--- config.mk ---
export PLATFORM = sky130hd
export DESIGN_NAME = mem_port_ctrl
export DESIGN_NICKNAME = d
export VERILOG_FILES = /design/src/rtl/mem_port_pkg.sv /design/src/rtl/byte_lane_merge.sv /design/src/rtl/mem_port_ctrl.sv
export SDC_FILE = /design/constraint.sdc
export NUM_CORES = 1
export LEC_CHECK = 0
export ABC_AREA = 1
export ABC_CLOCK_PERIOD_IN_PS = 2000
export BUFFER_PORTS_ARGS = -buffer_cell sky130_fd_sc_hd__buf_4
export CORE_ASPECT_RATIO = 1.75
export CORE_MARGIN = 10
export CORE_UTILIZATION = 49
export CTS_CLUSTER_SIZE = 40
export DETAILED_ROUTE_END_ITERATION = 8
export PLACE_DENSITY = 0.89
export SLEW_MARGIN = 20
export SYNTH_ARGS = -nofsm -noshare
export SYNTH_HDL_FRONTEND = slang
export SYNTH_SLANG_ARGS = --single-unit
--- constraint.sdc ---
create_clock -name clk -period 2 [get_ports clk]
set_clock_uncertainty 0.1 [all_clocks]
set_input_delay 0.6 -clock clk [delete_from_list [all_inputs] [get_ports clk]]
set_output_delay 0.6 -clock clk [all_outputs]
set_load 0.01 [all_outputs]
--- src/rtl/mem_port_pkg.sv ---
// mem_port_pkg: shared definitions for the memory port controller.
//   - access size encodings
//   - controller state enum
//   - alignment check used when a request is accepted
package mem_port_pkg;

  localparam logic [1:0] SZ_WORD = 2'b00;
  localparam logic [1:0] SZ_HALF = 2'b01;
  localparam logic [1:0] SZ_BYTE = 2'b10;
  localparam logic [1:0] SZ_ILL  = 2'b11;

  typedef enum logic [1:0] {
    ST_IDLE = 2'b00,
    ST_RD   = 2'b01,
    ST_WR   = 2'b10,
    ST_DONE = 2'b11
  } state_e;

  // A request is rejected when its size is illegal or its address is not
  // naturally aligned to the access size.
  function automatic logic is_misaligned(input logic [1:0] size,
                                         input logic [1:0] off);
    logic bad;
    case (size)
      SZ_WORD: bad = (off != 2'b00);
      SZ_HALF: bad = off[0];
      SZ_BYTE: bad = 1'b0;
      default: bad = 1'b1;
    endcase
    return bad;
  endfunction

endpackage

--- src/rtl/byte_lane_merge.sv ---
// byte_lane_merge: combinational little-endian lane handling.
//   size     in  2   access size (mem_port_pkg encodings)
//   off      in  2   byte offset within the word (addr[1:0])
//   old_word in  32  word as read from memory
//   new_data in  32  right-aligned store data
//   merged   out 32  old_word with the selected lane replaced by new_data
//   lane     out 32  selected lane of old_word, zero-extended, right-aligned
module byte_lane_merge
  import mem_port_pkg::*;
(
  input  logic [1:0]  size,
  input  logic [1:0]  off,
  input  logic [31:0] old_word,
  input  logic [31:0] new_data,
  output logic [31:0] merged,
  output logic [31:0] lane
);

  logic [4:0] bit_ofs;

  // Lane k starts at bit 8k; halfwords only ever sit at offset 0 or 2.
  assign bit_ofs = {off, 3'b000};

  always_comb begin
    merged = old_word;
    lane   = 32'h0;
    case (size)
      SZ_BYTE: begin
        merged[bit_ofs +: 8] = new_data[7:0];
        lane[7:0]            = old_word[bit_ofs +: 8];
      end
      SZ_HALF: begin
        merged[{off[1], 4'b0000} +: 16] = new_data[15:0];
        lane[15:0]                      = old_word[{off[1], 4'b0000} +: 16];
      end
      default: begin
        merged = new_data;
        lane   = old_word;
      end
    endcase
  end

endmodule

--- src/rtl/mem_port_ctrl.sv ---
// mem_port_ctrl: req/done responder between the CPU datapath and the
// synchronous word-wide memory. Handles read wait states and performs
// read-modify-write for byte and halfword stores.
//   clk, reset        clock (rising edge) and async active-low reset
//   req/wr/size/addr  request, sampled only in IDLE
//   wdata             right-aligned store data
//   rdata             zero-extended load result, held until the next load
//   busy/done         busy outside IDLE; one-cycle completion pulse
//   misalign          valid with done; request rejected, no memory access
//   mem_addr/mem_wr/mem_wdata/mem_rdata  memory side
//
// state   | meaning
// --------+-----------------------------------------------------------
// ST_IDLE | waiting for req; latches request and checks alignment
// ST_RD   | read wait states; captures mem_rdata on the last one
// ST_WR   | one-cycle write strobe to memory
// ST_DONE | done pulse, then back to IDLE unconditionally
module mem_port_ctrl
  import mem_port_pkg::*;
#(
  parameter int MEM_LAT = 2
) (
  input  logic        clk,
  input  logic        reset,
  input  logic        req,
  input  logic        wr,
  input  logic [1:0]  size,
  input  logic [31:0] addr,
  input  logic [31:0] wdata,
  output logic [31:0] rdata,
  output logic        busy,
  output logic        done,
  output logic        misalign,
  output logic [31:0] mem_addr,
  output logic        mem_wr,
  output logic [31:0] mem_wdata,
  input  logic [31:0] mem_rdata
);

  localparam int CW = $clog2(MEM_LAT + 1);
  localparam logic [CW-1:0] CNT_LAST = CW'(MEM_LAT - 1);
  localparam logic [CW-1:0] CNT_SAT  = CW'(MEM_LAT);

  state_e        state_q;
  logic [CW-1:0] cnt_q;
  logic          wr_q;
  logic [1:0]    size_q;
  logic [1:0]    off_q;
  logic [31:0]   wdata_q;
  logic [31:0]   rdata_q;
  logic          busy_q;
  logic          done_q;
  logic          misalign_q;
  logic [31:0]   mem_addr_q;
  logic          mem_wr_q;
  logic [31:0]   mem_wdata_q;

  logic [31:0]   merged_d;
  logic [31:0]   lane_d;

  // Lanes are taken straight from mem_rdata on the capture cycle; for a
  // sub-word store the captured word is held, already merged, in mem_wdata_q.
  byte_lane_merge u_lane (
    .size     (size_q),
    .off      (off_q),
    .old_word (mem_rdata),
    .new_data (wdata_q),
    .merged   (merged_d),
    .lane     (lane_d)
  );

  always_ff @(posedge clk or negedge reset) begin
    if (!reset) begin
      state_q     <= ST_IDLE;
      cnt_q       <= '0;
      wr_q        <= 1'b0;
      size_q      <= SZ_WORD;
      off_q       <= 2'b00;
      wdata_q     <= 32'h0;
      rdata_q     <= 32'h0;
      busy_q      <= 1'b0;
      done_q      <= 1'b0;
      misalign_q  <= 1'b0;
      mem_addr_q  <= 32'h0;
      mem_wr_q    <= 1'b0;
      mem_wdata_q <= 32'h0;
    end else begin
      case (state_q)
        ST_IDLE: begin
          if (req) begin
            wr_q       <= wr;
            size_q     <= size;
            off_q      <= addr[1:0];
            wdata_q    <= wdata;
            mem_addr_q <= {addr[31:2], 2'b00};
            busy_q     <= 1'b1;
            if (is_misaligned(size, addr[1:0])) begin
              misalign_q <= 1'b1;
              done_q     <= 1'b1;
              state_q    <= ST_DONE;
            end else if (wr && (size == SZ_WORD)) begin
              mem_wdata_q <= wdata;
              mem_wr_q    <= 1'b1;
              state_q     <= ST_WR;
            end else begin
              cnt_q   <= '0;
              state_q <= ST_RD;
            end
          end
        end

        ST_RD: begin
          if (cnt_q == CNT_LAST) begin
            cnt_q <= CNT_SAT;
            if (wr_q) begin
              mem_wdata_q <= merged_d;
              mem_wr_q    <= 1'b1;
              state_q     <= ST_WR;
            end else begin
              rdata_q <= lane_d;
              done_q  <= 1'b1;
              state_q <= ST_DONE;
            end
          end else if (cnt_q != CNT_SAT) begin
            cnt_q <= cnt_q + 1'b1;
          end
        end

        ST_WR: begin
          mem_wr_q <= 1'b0;
          done_q   <= 1'b1;
          state_q  <= ST_DONE;
        end

        ST_DONE: begin
          done_q     <= 1'b0;
          misalign_q <= 1'b0;
          busy_q     <= 1'b0;
          state_q    <= ST_IDLE;
        end

        default: state_q <= ST_IDLE;
      endcase
    end
  end

  assign rdata     = rdata_q;
  assign busy      = busy_q;
  assign done      = done_q;
  assign misalign  = misalign_q;
  assign mem_addr  = mem_addr_q;
  assign mem_wr    = mem_wr_q;
  assign mem_wdata = mem_wdata_q;

endmodule

### After elaboration in Yosys (flattened, before gate mapping)

Cells that the tools add are included.

| cells by class | value |
|---|---|
| reductions and logical operators | 17 |
| eq/ne operators | 18 |
| bitwise operators | 1 |
| shifts and indexed selects | 6 |
| mux-type cells | 41 |
| $add $sub $neg | 3 |

Operators with widths:

| operator | count |
|---|---|
| 32-bit two-way mux | 5 |
| 32-bit case mux with 2 select lines | 2 |
| 32-bit bitwise mux | 2 |
| 8-bit case mux with 2 select lines | 2 |
| 16-bit by 7-bit variable shift with 32-bit output (first input constant) | 1 |
| 8-bit by 7-bit variable shift with 32-bit output (first input constant) | 1 |
| 16-bit by 7-bit indexed part select with 32-bit output | 1 |
| 32-bit by 6-bit indexed part select with 16-bit output | 1 |
| 32-bit by 6-bit indexed part select with 8-bit output | 1 |
| 8-bit by 7-bit indexed part select with 32-bit output | 1 |
| 2-bit two-way mux | 9 |
| 2-bit inequality test (second input constant) | 9 |
| 16-bit two-way mux | 1 |
| 5-bit negation with 7-bit output | 2 |
| 1-bit two-way mux | 13 |
| 6-bit AND reduction | 2 |
| 2-bit by 1-bit equality test with 1-bit output (second input constant) | 4 |
| 2-bit equality test (second input constant) | 4 |
| 2-bit case mux with 4 select lines | 1 |
| 1-bit case mux with 3 select lines | 2 |
| 2-bit AND reduction | 3 |
| 3-bit AND reduction | 2 |
| 2-bit nonzero test | 3 |
| 5-bit AND reduction | 1 |
| 11 further kinds | 13 |

| word-level totals | value |
|---|---|
| flip-flop bits (word level) | 139 |
| output and inout port bits | 100 |
| input bits | 102 |
| word-level logic and storage cells | 99 |

### Logic depth before layout (Yosys ltp)

| depth | value |
|---|---|
| depth after elaboration | 7 |
| mapped depth | 15 |
| mapped depth without buffers | 13 |

### Cells and area by module

A second synthesis with hierarchy kept.

| unflattened totals | value |
|---|---|
| cell total of the unflattened synthesis | 1,106 |
| area, all modules | 8,041.5 sq um |

Modules (own cells, without submodules):

| module | area each (sq um) | instances | seq. area each (sq um) | cells an instance |
|---|---|---|---|---|
| mem_port_ctrl | 5,974.5 | 1 | 3,478.3 | 645 |
| byte_lane_merge | 2,067.0 | 1 | 0.0 | 461 |

### Worst setup path after synthesis

Ideal clock, no wire load.

| path | value |
|---|---|
| path kind | register -> register |
| start point | register off_q[1] |
| end point | register mem_wdata_q[13] (netlist: mem_wdata[13]) |
| data required time | 1.823 ns |
| arrival time | 1.790 ns |
| period minus slack after synthesis | 1.967 ns |
| stages on the path, launching flop included | 13 |
| slack | 0.033 ns |
| path buffers | 2 |
| library setup time | 0.077 ns |
| cell sequence | dfrtp_1 buf_2 inv_2 buf_2 ha_1 nand2_1 nor2_1 nand2_1 nand2_1 nand2_1 nand2_1 nand3_1 a21oi_1 |

| on the way | value |
|---|---|
| word-level cells in the longest chain between the ends | 7 |
| elaborated cells between the ends (all ways) | 12 |
| those cells by class | add/sub (2); shift (4); mux (6) |

RTL lines:

| element | RTL line | text |
|---|---|---|
| start: declaration | mem_port_ctrl.sv:48 | `logic [1:0] off_q;` |
| start signal: assignment | mem_port_ctrl.sv:93 | `off_q <= addr[1:0];` |
| 5-bit negation with 7-bit output, on equally long branches | byte_lane_merge.sv:33, byte_lane_merge.sv:29 |  |
| 16-bit by 7-bit indexed part select with 32-bit output, or another cell as far along | byte_lane_merge.sv:33 | `merged[{off[1], 4'b0000} +: 16] = new_data[15:0];` |
| 32-bit bitwise mux, on equally long branches | byte_lane_merge.sv:33, byte_lane_merge.sv:29 |  |
| 32-bit case mux with 2 select lines (*) | byte_lane_merge.sv:27 | `case (size)` |
| 32-bit two-way mux (*) | mem_port_ctrl.sv:115 | `if (wr_q) begin` |
| 32-bit two-way mux (*) | mem_port_ctrl.sv:113 | `if (cnt_q == CNT_LAST) begin` |
| 32-bit case mux with 2 select lines (*) | mem_port_ctrl.sv:88 | `case (state_q)` |
| end signal: assignment | mem_port_ctrl.sv:102 | `mem_wdata_q <= wdata;` |
| end signal: assignment | mem_port_ctrl.sv:116 | `mem_wdata_q <= merged_d;` |
| end: declaration | mem_port_ctrl.sv:56 | `logic [31:0] mem_wdata_q;` |

Every way passes the cells marked *; elsewhere a longest branch is shown, timed or not. The select of a mux whose other input is x is not followed.
A chain may end at the register's enable or synchronous reset.

### Final worst setup path

| path | value |
|---|---|
| start point | register size_q[0] |
| end point | register mem_wdata_q[8] (netlist: mem_wdata[8]) |

| on the way | value |
|---|---|
| word-level cells in the longest chain between the ends | 5 |
| elaborated cells between the ends (all ways) | 6 |
| those cells by class | eq/ne (2); mux (4) |

RTL lines:

| element | RTL line | text |
|---|---|---|
| start: declaration | mem_port_ctrl.sv:47 | `logic [1:0] size_q;` |
| start signal: assignment | mem_port_ctrl.sv:92 | `size_q <= size;` |
| 2-bit by 1-bit equality test with 1-bit output or 2-bit equality test (tied branches) | byte_lane_merge.sv:27 |  |
| 32-bit case mux with 2 select lines (*) | byte_lane_merge.sv:27 |  |
| 32-bit two-way mux (*) | mem_port_ctrl.sv:115 |  |
| 32-bit two-way mux (*) | mem_port_ctrl.sv:113 |  |
| 32-bit case mux with 2 select lines (*) | mem_port_ctrl.sv:88 |  |

Marks and branches as above.

==> results.cfg <==
[pwr]
p_clk_share_pct = 17.3
switching_share_pct = 45.38
p_seq_share_pct = 27.8
ir_worst_vdd_mv = 0.9251
power_frac_comb_pct = 54.9
finalPower_mw = 18.31
power.leakage_nw = 5.485
power.internal_mw = 9.998
switching_power_mw = 8.308
p_per_area_nw_per_um2 = 1787

[yosys]
yosys-top-cells-count = 479 x nand2_1, 139 x dfrtp_1, 96 x inv_1
ys.flop_type = dfrtp_1
yosys.area.top_type_share_pct = 44.58
synth_cell_type_count = 34
syn_area_per_cell_um2 = 6.998
ys_warn_count = 0
synth_edf_count = 0
netlist_top_cells_area = dfrtp_1 45%, nand2_1 23%, o21ai_0 5.1%
async_flop_share_pct = 100.0
ys_ff_latch = 139
syn_inst = 1115
yosysSeqAreaShare_pct = 44.58
syn_area_um2 = 7802
yosysTopAreaCell = dfrtp_1
yosysMostFrequentCell = nand2_1

[cells_and_area]
fill_cells = 1367
drive_gt1_share_pct = 22.80
area_delta_synth_final_pct = 31.30
final_nets = 1431
final_core_utilization_pct = 64.85
antennaDiodeCount = 0
fin_cells = 1518
stdcell_area_um2 = 10240

[critical_path]
worstSetupPathType = reg2reg
r2r_slack_ps = 90
r2r-start = size_q[0]$_DFFE_PN0P_
arrival_ps = 2120
rr_endpoint = mem_wdata[8]$_DFFE_PN0P_
path_max_fanout = 14
worst_setup_path_end_kind = flip-flop
startpoint_type = flip-flop
reg2reg_depth = 8
startpoint = size_q[0]$_DFFE_PN0P_
endpoint = mem_wdata[8]$_DFFE_PN0P_
critPathRequiredTime_ps = 2210

[min_path]
worst_hold_path_type = in2reg

[sta]
hold_viol_final = 0
fmax_ghz = 0.5236
setup_violations = 0
fin_crit_ps = 1910
grt_setup_unrepaired = false
setup_tns_ps = 0
whs_ps = 256.8
maxSlewViolCount = 0
setup_slack_ps = 90.02
finalCritPeriodShare_pct = 95.50

[place]
place_inst = 1484
dp_slack_ps = 5.233
dp_hpwl_um = 21110
numPortBuffers = 199
placement.cell_area_um2 = 9595
gp_congestion = 1.150

[grt]
grt_pass1_wl_um = 43130
grt_start_max_net_pins = 47
grt_overflow = 0
grt_use_total_pct = 25.37
antenna_found_initial = 0
grt_pass1_vias = 8320

[routing]
drt_iter0_markers = 675
wl_per_cell_um = 18.08
drt_wl_total_um = 27440
drt_pass1_iterations = 5
via_per_inst = 5.418
ant_nets = 0
drc = 0
routed-via-count = 8224

[clock_network]
cts_buffer_depth = 2
post-cts-setup-buffers = 0
root_buffer = clkbuf_16
cts_buffers = 17
clock_sinks = 139
clkTransAtPathRegs_ps = 70
h-tree-depth = 4
clk_latency_ps = 430
cts_tree = yes

[floorplanning]
core_um2 = 15800
dieArea_um2 = 21570
die_h_um = 186.9
chipWidth_um = 115.4
row_count = 61
ios = 202
initial_core_util_pct = 49.39

[outcome]
status = complete, no violations

[run]
drv_cap = 0
## kinds of logic (layout without fill, tap and decap cells)
kind of cell | after synthesis | after routing | synth area share [%]
AOI/OAI and AO/OA | 183 | 183 | 12.80
and+or+nand+nor | 615 | 615 | 31.53
DFF | 139 | 139 | 44.58
other | 1 | 2 | 0.04806
buffers and inverters | 164 | 377 | 8.964
adders and majority gates | 13 | 13 | 2.085
## power by group through the flow
stage               clock, mW  sequential (mW)  combinational, mW
detailed placement          0             5.09               9.76
global route             3.31             5.23               11.2
global placement            0             5.06               9.53
CTS                      3.20             5.07               9.82
floorplan                   0             5.33               5.52
finish                   3.17             5.09               10.0
## cell usage in the layout, fill, tap and decap left out, drive strengths merged, types with 6 or more instances in the layout
| cell type | netlist | layout |
|---|---|---|
| o211ai | 6 | 6 |
| ha | 13 | 13 |
| a21oi | 71 | 71 |
| clkinv | 1 | 6 |
| nand2 | 483 | 483 |
| o21ai | 81 | 81 |
| nand3 | 53 | 53 |
| o31ai | 17 | 17 |
| inv | 104 | 109 |
| buf | 33 | 238 |
| or2 | 7 | 7 |
| dfrtp | 139 | 139 |
| nor2 | 59 | 59 |
| clkbuf | 26 | 19 |
| nor3 | 13 | 13 |
## final cells by class
cell class	count	area, µm²	area share (%)
well taps	189	236.5	2.308
repair buffers	240	1896	18.50
clock inverters	14	161.4	1.575
clock buffers	18	429.2	4.189
inverters	105	399.1	3.896
multi-input cells	813	3645	35.58
flip-flops and latches	139	3478	33.95
## flip-flops by register name, indices dropped and copies added (netlist names)
| register | cells |
|---|---|
| mem_wdata | 32 |
| rdata | 32 |
| wdata_q | 32 |
| mem_addr | 30 |
| cnt_q | 2 |
| off_q | 2 |
| size_q | 2 |
| state_q | 2 |
| busy | 1 |
| done | 1 |
| mem_wr | 1 |
| misalign | 1 |
| wr_q | 1 |
## repair_timing
action,in CTS,in global routing
hold buffers,1,0
gates resized for setup,1,11
endpoints found under the hold margin,26,0
cloned,0,1
pin swaps,0,0
setup endpoints to repair,3,23
## per-layer routing
metal | wire [µm] | share of wire [%] | GRT usage (%)
met1 | 9198 | 34 | 25.85
met2 | 14020 | 51 | 43.62
met3 | 2367 | 8.6 | 7.225
met4 | 1859 | 6.8 | 16.45
met5 | 0 | 0 | 0
## worst min path at each step
stage                          endpoint                     start  cells past startpoint
6_report       mem_addr[23]$_DFFE_PN0P_                  addr[23]                      3
5_1_grt        mem_addr[23]$_DFFE_PN0P_                  addr[23]                      3
3_3_place_gp    mem_addr[7]$_DFFE_PN0P_   mem_addr[7]$_DFFE_PN0P_                      2
3_5_place_dp   mem_addr[31]$_DFFE_PN0P_  mem_addr[31]$_DFFE_PN0P_                      2
4_1_cts        mem_addr[23]$_DFFE_PN0P_                  addr[23]                      3
2_1_floorplan          busy$_DFFE_PN0P_                     reset                      0
## critical path, stage by stage (launching register included)
cell and delay [ps]:
dfrtp_1 390, inv_1 80, ha_2 310, buf_4 210, buf_4 210, nor3_1 230, nand2_1 80, nand3_1 100
a21oi_1 80
No activity file was read; power rests on OpenSTA's default activity.
